`src/rtl/sigmacore_trace_buffer.sv`:
```
// rtl/sigmacore_trace_buffer.sv - PC-change trace capture into a FWFT FIFO drained by a debug host
module sigmacore_trace_buffer #(
    parameter int DEPTH  = 16,
    parameter int DROP_W = 16
) (
    input  logic                   clk,
    input  logic                   reset_n,
    input  logic [31:0]            pc_in,
    input  logic [31:0]            instr_in,
    input  logic                   trace_en,
    input  logic                   clear,
    input  logic                   rd_ready,
    output logic                   rd_valid,
    output logic [31:0]            rd_pc,
    output logic [31:0]            rd_instr,
    output logic [$clog2(DEPTH):0] count,
    output logic                   overflow,
    output logic [DROP_W-1:0]      drop_count
);
    localparam int AW = $clog2(DEPTH);
    localparam int CW = AW + 1;

    typedef enum logic [1:0] {IDLE, ARMED, TRACING} state_t;

    state_t            state_q, state_d;
    logic [AW-1:0]     wr_ptr_q, wr_ptr_d;
    logic [AW-1:0]     rd_ptr_q, rd_ptr_d;
    logic [CW-1:0]     count_q, count_d;
    logic [31:0]       pc_last_q, pc_last_d;
    logic              rd_valid_q, rd_valid_d;
    logic [63:0]       head_q, head_d;
    logic              overflow_q, overflow_d;
    logic [DROP_W-1:0] drop_q, drop_d;
    logic [63:0]       mem_q [DEPTH];

    logic          full, cap, pop, push, drop;
    logic [CW-1:0] remain;

    always_comb begin
        full   = (count_q == CW'(DEPTH));
        pop    = rd_valid_q && rd_ready;
        cap    = trace_en && ((state_q == ARMED) ||
                              ((state_q == TRACING) && (pc_in != pc_last_q)));
        push   = cap && (!full || pop) && !clear;
        drop   = cap && full && !pop && !clear;
        remain = count_q - CW'(pop);

        state_d    = state_q;
        wr_ptr_d   = wr_ptr_q;
        rd_ptr_d   = rd_ptr_q;
        count_d    = count_q;
        pc_last_d  = pc_last_q;
        rd_valid_d = rd_valid_q;
        head_d     = head_q;
        overflow_d = overflow_q;
        drop_d     = drop_q;

        if (clear) begin
            wr_ptr_d   = '0;
            rd_ptr_d   = '0;
            count_d    = '0;
            rd_valid_d = 1'b0;
            overflow_d = 1'b0;
            drop_d     = '0;
            state_d    = trace_en ? ARMED : IDLE;
        end else begin
            rd_ptr_d   = rd_ptr_q + AW'(pop);
            wr_ptr_d   = wr_ptr_q + AW'(push);
            count_d    = remain + CW'(push);
            rd_valid_d = (count_d != '0);
            // Head is registered: bypass the new entry when it lands in an empty FIFO.
            if (push && (remain == '0)) begin
                head_d = {pc_in, instr_in};
            end else if (remain != '0) begin
                head_d = mem_q[rd_ptr_d];
            end
            if (cap) begin
                pc_last_d = pc_in;
            end
            if (drop) begin
                overflow_d = 1'b1;
                if (drop_q != '1) begin
                    drop_d = drop_q + DROP_W'(1);
                end
            end
            if (!trace_en) begin
                state_d = IDLE;
            end else if (state_q == IDLE) begin
                state_d = ARMED;
            end else if (state_q == ARMED) begin
                state_d = TRACING;
            end
        end
    end

    always_ff @(posedge clk or negedge reset_n) begin
        if (!reset_n) begin
            state_q    <= IDLE;
            wr_ptr_q   <= '0;
            rd_ptr_q   <= '0;
            count_q    <= '0;
            pc_last_q  <= '0;
            rd_valid_q <= 1'b0;
            head_q     <= '0;
            overflow_q <= 1'b0;
            drop_q     <= '0;
        end else begin
            state_q    <= state_d;
            wr_ptr_q   <= wr_ptr_d;
            rd_ptr_q   <= rd_ptr_d;
            count_q    <= count_d;
            pc_last_q  <= pc_last_d;
            rd_valid_q <= rd_valid_d;
            head_q     <= head_d;
            overflow_q <= overflow_d;
            drop_q     <= drop_d;
        end
    end

    always_ff @(posedge clk) begin
        if (push) begin
            mem_q[wr_ptr_q] <= {pc_in, instr_in};
        end
    end

    assign rd_valid   = rd_valid_q;
    assign rd_pc      = head_q[63:32];
    assign rd_instr   = head_q[31:0];
    assign count      = count_q;
    assign overflow   = overflow_q;
    assign drop_count = drop_q;
endmodule

```
`config.mk`:
```
export PLATFORM = sky130hd
export DESIGN_NAME = sigmacore_trace_buffer
export DESIGN_NICKNAME = d
export VERILOG_FILES = /design/src/rtl/sigmacore_trace_buffer.sv
export SDC_FILE = /design/constraint.sdc
export NUM_CORES = 1
export LEC_CHECK = 0
export ABC_AREA = 0
export CELL_PAD_IN_SITES_DETAIL_PLACEMENT = 0
export CELL_PAD_IN_SITES_GLOBAL_PLACEMENT = 1
export CORE_AREA = 2 2 445 358
export CTS_CLUSTER_DIAMETER = 120
export DETAILED_ROUTE_END_ITERATION = 10
export DIE_AREA = 0 0 447 360
export MAX_ROUTING_LAYER = met4
export PLACE_DENSITY_LB_ADDON = 0.05
export SYNTH_ARGS = -nofsm -noshare
export SYNTH_HDL_FRONTEND = slang
export SYNTH_SLANG_ARGS = --single-unit
export TNS_END_PERCENT = 100
```
`constraint.sdc`:
```
create_clock -name clk -period 22.1 [get_ports clk]
set_input_delay 4.42 -clock clk [delete_from_list [all_inputs] [get_ports clk]]
set_output_delay 4.42 -clock clk [all_outputs]
set_load 0.01 [all_outputs]
```
## Yosys cells after proc, flatten, opt, wreduce, memory -nomap -nowiden

Memory sizes are Yosys's and may differ from the RTL's.
Cells that the tools add are included.

- Logic and storage cells: 64
- Register bits: 129
- Memory bits (writable): 1024
- Memories: 1

- Bitwise logic cells: 1
- Reduce and logical (&&, ||, !) cells: 24
- Equal/unequal tests: 6
- Add/subtract/negate cells: 5
- Mux-type cells: 18

Memory list:

| name | words | width | read ports | clocked after Yosys merged registers in | write ports | line | RTL |
|---|---|---|---|---|---|---|---|
| mem_q | 16 | 64 | 1 | 0 | 1 | 34 | `logic [63:0] mem_q [DEPTH];` |

Operator list:

| kind | count |
|---|---|
| two-way mux 64 bit | 2 |
| two-way mux 16 bit | 3 |
| != test 32 bit | 1 |
| adder 16 x 1 -> 16 bit (second input constant) | 1 |
| != test 16 bit (second input constant) | 1 |
| nonzero test 5 bit | 2 |
| logical AND 1 bit | 9 |
| adder 4 x 1 -> 4 bit | 2 |
| two-way mux 2 bit | 4 |
| two-way mux 4 bit | 2 |
| two-way mux 1 bit | 6 |
| AND reduction 2 bit | 3 |
| nonzero test 2 bit | 3 |
| adder 5 x 1 -> 5 bit | 1 |
| equality test 5 bit (second input constant) | 1 |
| logical NOT 5 bit | 1 |
| two-way mux 5 bit | 1 |
| subtractor 5 x 1 -> 5 bit | 1 |
| != test 4 x 1 -> 1 bit (second input constant) | 1 |
| logical NOT 1 bit | 3 |
| equality test 2 x 1 -> 1 bit (second input constant) | 1 |
| equality test 2 bit (second input constant) | 1 |
| logical NOT 2 bit | 1 |
| logical OR 1 bit | 2 |
| NOT 1 bit | 1 |

## Longest topological paths before layout

Gate-level depths: netlist of run 1.

- Depth in word-level cells: 9
- Mapped depth: 14
- Depth with buffers taken out: 12

## Least setup slack after synthesis of run 1

Ideal clock, no wire load.

- Path kind: input to register
- Start: in pc_in[16]
- End: mem mem_q[1][0] (enable)
- Cell stages on the path: 7
- Path slack: 9.996 ns
- Required time: 21.456 ns
- Data arrival time: 11.460 ns
- Path through: xor2_1 -> nor4_1 -> nand4_1 -> or3_1 -> clkbuf_1 -> nand3_1 -> nor4_1

- Longest elaborated chain between the ends: 8

Ends and longest elaborated chain:

| item | line | RTL |
|---|---|---|
| start, declared | 8 | `input logic [31:0] pc_in,` |
| != test 32 bit | 43 | `((state_q == TRACING) && (pc_in != pc_last_q)));` |
| logical AND 1 bit | 43 |  |
| logical OR 1 bit | 42 | `cap = trace_en && ((state_q == ARMED) \|\|` |
| logical AND 1 bit | 42 |  |
| logical AND 1 bit (2 in a row) | 44 | `push = cap && (!full \|\| pop) && !clear;` |
| two-way mux 1 bit | 121 | `if (push) begin` |
| two-way mux 1 bit (not written as such) | 122 | `mem_q[wr_ptr_q] <= {pc_in, instr_in};` |
| end, declared | 34 |  |

Every way passes these cells.

## Worst setup path in the final report of run 1

- Start: in rd_ready
- End: reg head_q[37]

- Longest elaborated chain between the ends: 7
- Elaborated cells on any way between the ends: 14
- Classes of those cells: add/sub: 2; mux: 2; reduce/logical: 9; memory: 1

Ends and longest elaborated chain:

| item | line | RTL |
|---|---|---|
| start, declared | 12 | `input logic rd_ready,` |
| logical AND 1 bit (*) | 41 | `pop = rd_valid_q && rd_ready;` |
| branches (longest 6 deep; another with memory read (16 x 64 bit)) | -- |  |
| end signal, assigned | 104 | `head_q <= '0;` |
| end signal, assigned | 114 | `head_q <= head_d;` |
| end, declared | 31 | `logic [63:0] head_q, head_d;` |

Every way passes the cells marked *. The select of a mux whose other input is x is not followed.
A chain may end at the register's enable or synchronous reset.

==> flow_metrics.tcl, run 1 <==
set metrics [dict create \
    synthAdderAreaFrac_pct 0.249 \
    wl_per_cell_um 28.3 \
    grt_overflow 0 \
    yosysUniqueCellTypes 43 \
    rsz0062_at_grt "false" \
    clk-insertion-delay-late_ns 0.76 \
    synthTopCellsByCount "1024 x edfxtp_1, 313 x mux4_2, 157 x mux2_2, 129 x dfrtp_1, 42 x clkbuf_1" \
    fp.dieArea_um2 161000 \
    synth_ff_type "edfxtp_1" \
    initialDrtViolationCount 1372 \
    grt_pass1_vias 22853 \
    dp_hpwl_um 59300 \
    cts.sinks 1153 \
    yosys_warnings 0 \
    synth_cells 1960 \
    cts.clk_slew.worst_paths_ns 0.06 \
    worstPathRequired_ns 22.73 \
    synth_top_area_cell "edfxtp_1" \
    ys_seq_area_share_pct 75.2 \
    synth_compound_area_share_pct 0.502 \
    cts-root-buf "clkbuf_16" \
    cap_viol_max_count 0 \
    synth.most_common_cell "edfxtp_1" \
    postSynthAreaPerCell_um2 23.0 \
    wirelength_um 125000 \
    fin_crit_sh_pct 41.6 \
    htreeDepth 4 \
    cts_tree "yes" \
    rr_startpoint "rd_valid$_DFF_PN0_" \
    endpoint_kind "register" \
    worstHoldStart "head_q[9]$_DFFE_PN0P_" \
    drc 0 \
    reg2regPathDepth 9 \
    tns_ns 0 \
    synth_top_family_by_area "multiplexers" \
    setup_viol 0 \
    synth_edf_count 1024 \
    cts-resized-gates 0 \
    r2r_slack_ns 16.59 \
    power_density_nw_per_um2 110 \
    gp_congestion 0.687 \
    r2r-end "head_q[37]$_DFFE_PN0P_" \
    cts.path.max_buffers 3 \
    finalHoldViolCount 0 \
    cp_max_fo 42 \
    synth_area_leaders "edfxtp_1 68%, mux4_2 16%, dfrtp_1 7.1%" \
    antenna_found_initial 11 \
    drv_slew 0 \
    fp.dieH_um 360 \
    hold_class "reg2reg" \
    start_kind "primary input" \
    synth-async-reset-ratio_pct 11.2 \
    vias 20965 \
    grt_first_pass_wirelength_um 177000 \
    status "finished clean" \
    nNetsFinal 2281 \
    drtAntennaViolNets 0 \
    min_path_cells 1 \
    core_area_um2 156000 \
    drive_gt1_share_pct 32.1 \
    worst_pin_slew_ns 1.09 \
    track_usage_pct 16.2 \
    start_util_pct 28.9 \
    dr.pass1.iters 5 \
    whs_endpoint "head_q[9]$_DFFE_PN0P_" \
    postCtsSetupBuffers 0 \
    syn_to_final_growth_pct 18.7 \
    synth-seq-cells 1153 \
    synth_top_area_share_pct 68.1 \
    maxSlewHeadroom_pct 27.5 \
    grt_max_degree 65 \
    clock-skew-final_ns 0.0293 \
    power_leakage_uw 0.0169 \
    peakVddDrop_mv 0.0778 \
    synth_mux_area_share_pct 20.2 \
    period_minus_slack_ns 9.18 \
    syn-num-nets 2038 \
    worst_slack_ns 12.92 \
    cts.hold.buffers_added 0 \
    port_buffers 155 \
    dieWidth_um 447 \
    cts_made_buffers 132 \
    fmax_mhz 109 \
    vias_per_cell 4.74 \
    place_ws_ns 11.88 \
    io_pins 156 \
    synth_area_um2 45200 \
    synth_xor_area_share_pct 0.834 \
    setup.worst_path.class "in2reg" \
    fillers 14683 \
    synth-simple-area-share_pct 1.54 \
    cp_data_arrival_time_ns 9.82 \
    num_rows 130 \
]
==> where the power goes <==
part	internal [µW]	switching [µW]
Sequential	2470	62.5
Clock	1260	871
Combinational	689	554
Total	4420	1490
==> cells in the final DEF, fill, tap and decap left out, types with 14 or more instances in the layout <==
| cell | synthesis | final |
|---|---|---|
| clkinv_2 | 0 | 19 |
| clkdlybuf4s50_1 | 0 | 154 |
| mux2_2 | 157 | 157 |
| dfrtp_1 | 129 | 129 |
| clkbuf_16 | 0 | 140 |
| nand3_1 | 14 | 14 |
| edfxtp_1 | 1024 | 1024 |
| clkbuf_1 | 42 | 42 |
| buf_4 | 0 | 47 |
| clkbuf_8 | 0 | 14 |
| nor2_1 | 25 | 23 |
| xor2_1 | 39 | 38 |
| mux4_2 | 313 | 313 |
==> sequential cells by signal, summed over array words and instances (netlist names) <==
register / count
count: 5
rd_ptr_q: 4
overflow: 1
state_q: 2
pc_last_q: 32
head_q: 64
rd_valid: 1
drop_count: 16
wr_ptr_q: 4
mem_q: 1024
==> worst max-delay path by stage <==
| stage | from | to | slack, ns | cells past startpoint |
|---|---|---|---|---|
| final | rd_ready | head_q[37]$_DFFE_PN0P_ | 12.92 | 10 |
| after CTS | rd_ready | head_q[37]$_DFFE_PN0P_ | 12.71 | 10 |
| after detailed placement | rd_ready | head_q[37]$_DFFE_PN0P_ | 11.88 | 10 |
| after floorplan | pc_in[16] | mem_q[1][0]$_DFFE_PP_ | 10.0 | 7 |
| after global routing | rd_ready | head_q[37]$_DFFE_PN0P_ | 12.43 | 10 |
| after global placement | rd_ready | head_q[37]$_DFFE_PN0P_ | 11.88 | 10 |
==> final cells by class <==
cell class                      instances  area [µm²]  share of cell area [%]
Inverter                               11        41.3                  0.0770
Sequential cell                      1153       34000                    63.4
Antenna cell                            8        20.0                  0.0373
Clock inverter                         42         348                   0.649
Clock buffer                          195        3840                    7.16
Multi-Input combinational cell        696       10700                    19.9
Timing Repair Buffer                  209        2050                    3.82
Tap cell                             2112        2640                    4.93
==> per-stage QoR <==
stage | total power, µW | instance area [µm²] | utilization, % | std cells | hold WS (ns)
6_report | 5900 | 53600 | 34.3 | 4426 | 0.504
5_1_grt | 6180 | 53600 | 34.3 | 4425 | 0.520
4_1_cts | 6030 | 53600 | 34.2 | 4418 | 0.509
3_5_place_dp | 3870 | 49400 | 31.6 | 4181 | 0.495
3_3_place_gp | 3860 | 49400 | 31.6 | 4181 | 0.493
2_1_floorplan | 3450 | 45200 | - | 1960 | 0.501
==> logic make-up after synthesis <==
family / count (synthesis)
buffers and inverters: 111
flip-flops: 1153
AO/OA/AOI/OAI: 32
AND/OR/NAND/NOR: 127
XOR/XNOR: 43
multiplexers: 485
adder cells (fa/ha/maj): 9
==> worst max-delay path, cell delays in order <==
cell and delay, ns:
clkdlybuf4s50_1 0.42, and2_1 0.20, ha_4 0.75, buf_4 0.83, buf_4 0.80, buf_4 0.64
mux4_1 0.65, mux4_2 0.47, mux2_2 0.27, mux2_4 0.25
==> layer usage <==
metal | up-vias | wire length [µm] | GRT usage [%]
met2 | 354 | 62900 | 26.4
met5 | - | 0 | -
met1 | 11636 | 55900 | 21.1
li1 | 8803 | - | -
met3 | 172 | 3930 | 2.51
met4 | 0 | 2320 | 4.44
(Power assumes the default switching activity.)
==> run 2: changes to the inputs <==
clock period = 7.8 ns   (was 22.1 ns; I/O delays follow)
==> run 2 against run 1 <==
  * Cell area increased by 0.45%
  * Highest routed layer unchanged
  * Utilization up 0.15 points
  * Largest power group unchanged
  * Critical endpoint is now mem_q[10][43]$_DFFE_PP_
  * Critical path type unchanged
  * Largest cell class unchanged
  * Clock-buffer cell count down 8
  * Sequential cell count unchanged
==> flow_metrics.tcl, run 2 (same netlist as run 1, synthesis figures left out) <==
set metrics [dict create \
    initialDrtViolationCount 1474 \
    syn_to_final_growth_pct 19.3 \
    nNetsFinal 2294 \
    start_kind "primary input" \
    cts_tree "yes" \
    maxSlewHeadroom_pct 11.9 \
    finalCoreUtilization_pct 34.4 \
    drc 0 \
    worstPathRequired_ns 8.17 \
    cpPeakStageDelay_ns 0.91 \
    cap_viol_max_count 0 \
    tns_ns 0 \
    holdWs_ns 0.505 \
    postCtsSetupBuffers 0 \
    finalHoldViolCount 0 \
    crit_start "pc_in[28]" \
    core_area_um2 156000 \
    final_common_cell "edfxtp_1" \
    peakVddDrop_mv 0.158 \
    cts-root-buf "clkbuf_16" \
    drv_slew 0 \
    cts.hold.buffers_added 0 \
    gp_congestion 0.696 \
    grt_max_degree 72 \
    wl_per_cell_um 27.7 \
    grt_pass1_vias 22991 \
    dp_hpwl_um 61100 \
    clock-skew-final_ns 0.0261 \
    p_int_uw 12500 \
    cp_max_fo 25 \
    cts.path.max_buffers 3 \
    period_minus_slack_ns 5.33 \
    vias_per_cell 4.73 \
    largest_register_ffs 1024 \
    grt_first_pass_wirelength_um 175000 \
    worstHoldStart "head_q[50]$_DFFE_PN0P_" \
    power_leakage_uw 0.0169 \
    fin_total_pwr_uw 16700 \
    p_comb_share_pct 21.8 \
    setup_viol 0 \
    clkPwrFrac_pct 35.3 \
    drtAntennaViolNets 0 \
    regMostFlops "mem_q" \
    mostFrequentLayoutCells "1024 x edfxtp_1, 313 x mux4_2, 157 x mux2_2" \
    fmax_mhz 188 \
    drive_gt1_share_pct 32.2 \
    vias 20980 \
    dr.pass1.iters 5 \
    fin_crit_sh_pct 68.3 \
    reg_top3 "mem_q x1024, head_q x64, pc_last_q x32" \
    hold_class "reg2reg" \
    num_rows 130 \
    antenna_found_initial 6 \
    track_usage_pct 15.9 \
    rsz0062_at_grt "false" \
    cp_data_arrival_time_ns 5.70 \
    port_buffers 155 \
    endpoint_kind "register" \
    htreeDepth 4 \
    status "finished clean" \
    fp.dieH_um 360 \
    power.switching_uw 4260 \
    cts-resized-gates 0 \
    rr_startpoint "pc_last_q[28]$_DFFE_PN0P_" \
    cts_made_buffers 132 \
    grt_overflow 0 \
    fp.dieArea_um2 161000 \
    cp_slowest_cell "clkdlybuf4s50_1" \
    swShare_pct 25.5 \
    cts.clk_slew.worst_paths_ns 0.06 \
    p_seq_share_pct 42.9 \
    crit_chain "clkdlybuf4s50_1 > xor2_1 > nor4_1 > nand3_1 > or3_1 > nand3_1 > buf_4 > nor3_2 > buf_4" \
    start_util_pct 28.9 \
    wirelength_um 123000 \
    setup.worst_path.class "in2reg" \
    worst_pin_slew_ns 1.32 \
    power_density_nw_per_um2 310 \
    clk-insertion-delay-late_ns 0.76 \
    io_pins 156 \
    cts.sinks 1153 \
    dieWidth_um 447 \
]
run 2: worst max-delay path: cells and delay by family:
family / cells / cell delay, ns
and+or+nand+nor: 5 / 1.67
xor gates and xnor gates: 1 / 0.62
buffers and inverters: 3 / 1.79
run 2: cell type report:
type | instances | area (µm²)
timing repair buffer | 222 | 2400
multi-input combinational | 696 | 10700
clock buffer | 187 | 3690
fill | 14603 | 103000
sequential | 1153 | 34000
antenna | 3 | 7.51
tap | 2112 | 2640
clock inverter | 49 | 407
inverter | 11 | 41.3
run 2: power groups by stage:
stage | combinational, µW | sequential [µW] | clock [µW]
floorplan | 2450 | 7330 | 0
global placement | 3760 | 7290 | 0
detailed placement | 3770 | 7300 | 0
CTS | 3780 | 7170 | 6130
global route | 3940 | 7200 | 6350
finish | 3650 | 7160 | 5900
run 2: worst paths after layout:
check	to	slack (ns)	cells past startpoint
max in group asynchronous	pc_last_q[2]$_DFFE_PN0P_	5.37	2
worst min-delay path	head_q[50]$_DFFE_PN0P_	0.51	1
worst max register to register	mem_q[10][43]$_DFFE_PP_	3.86	8
worst max-delay path	mem_q[10][43]$_DFFE_PP_	2.47	9
min in group asynchronous	head_q[45]$_DFFE_PN0P_	0.92	1
worst min register to register	head_q[50]$_DFFE_PN0P_	0.51	1
run 2: metal layers:
| metal | track usage (%) | share of wire [%] | vias up |
|---|---|---|---|
| li1 | - | - | 8817 |
| met1 | 21.7 | 47 | 11615 |
| met2 | 24.8 | 48 | 377 |
| met3 | 2.58 | 3.1 | 171 |
| met4 | 4.01 | 2.0 | 0 |
| met5 | - | 0 | - |
run 2: metrics by stage:
| step | area (µm²) | setup slack [ns] | instances |
|---|---|---|---|
| 6_report | 53900 | 2.47 | 4433 |
| 5_1_grt | 53900 | 2.37 | 4433 |
| 4_1_cts | 53800 | 2.67 | 4430 |
| 3_5_place_dp | 49700 | 1.85 | 4194 |
| 3_3_place_gp | 49700 | 1.82 | 4194 |
| 2_1_floorplan | 45200 | -1.44 | 1960 |
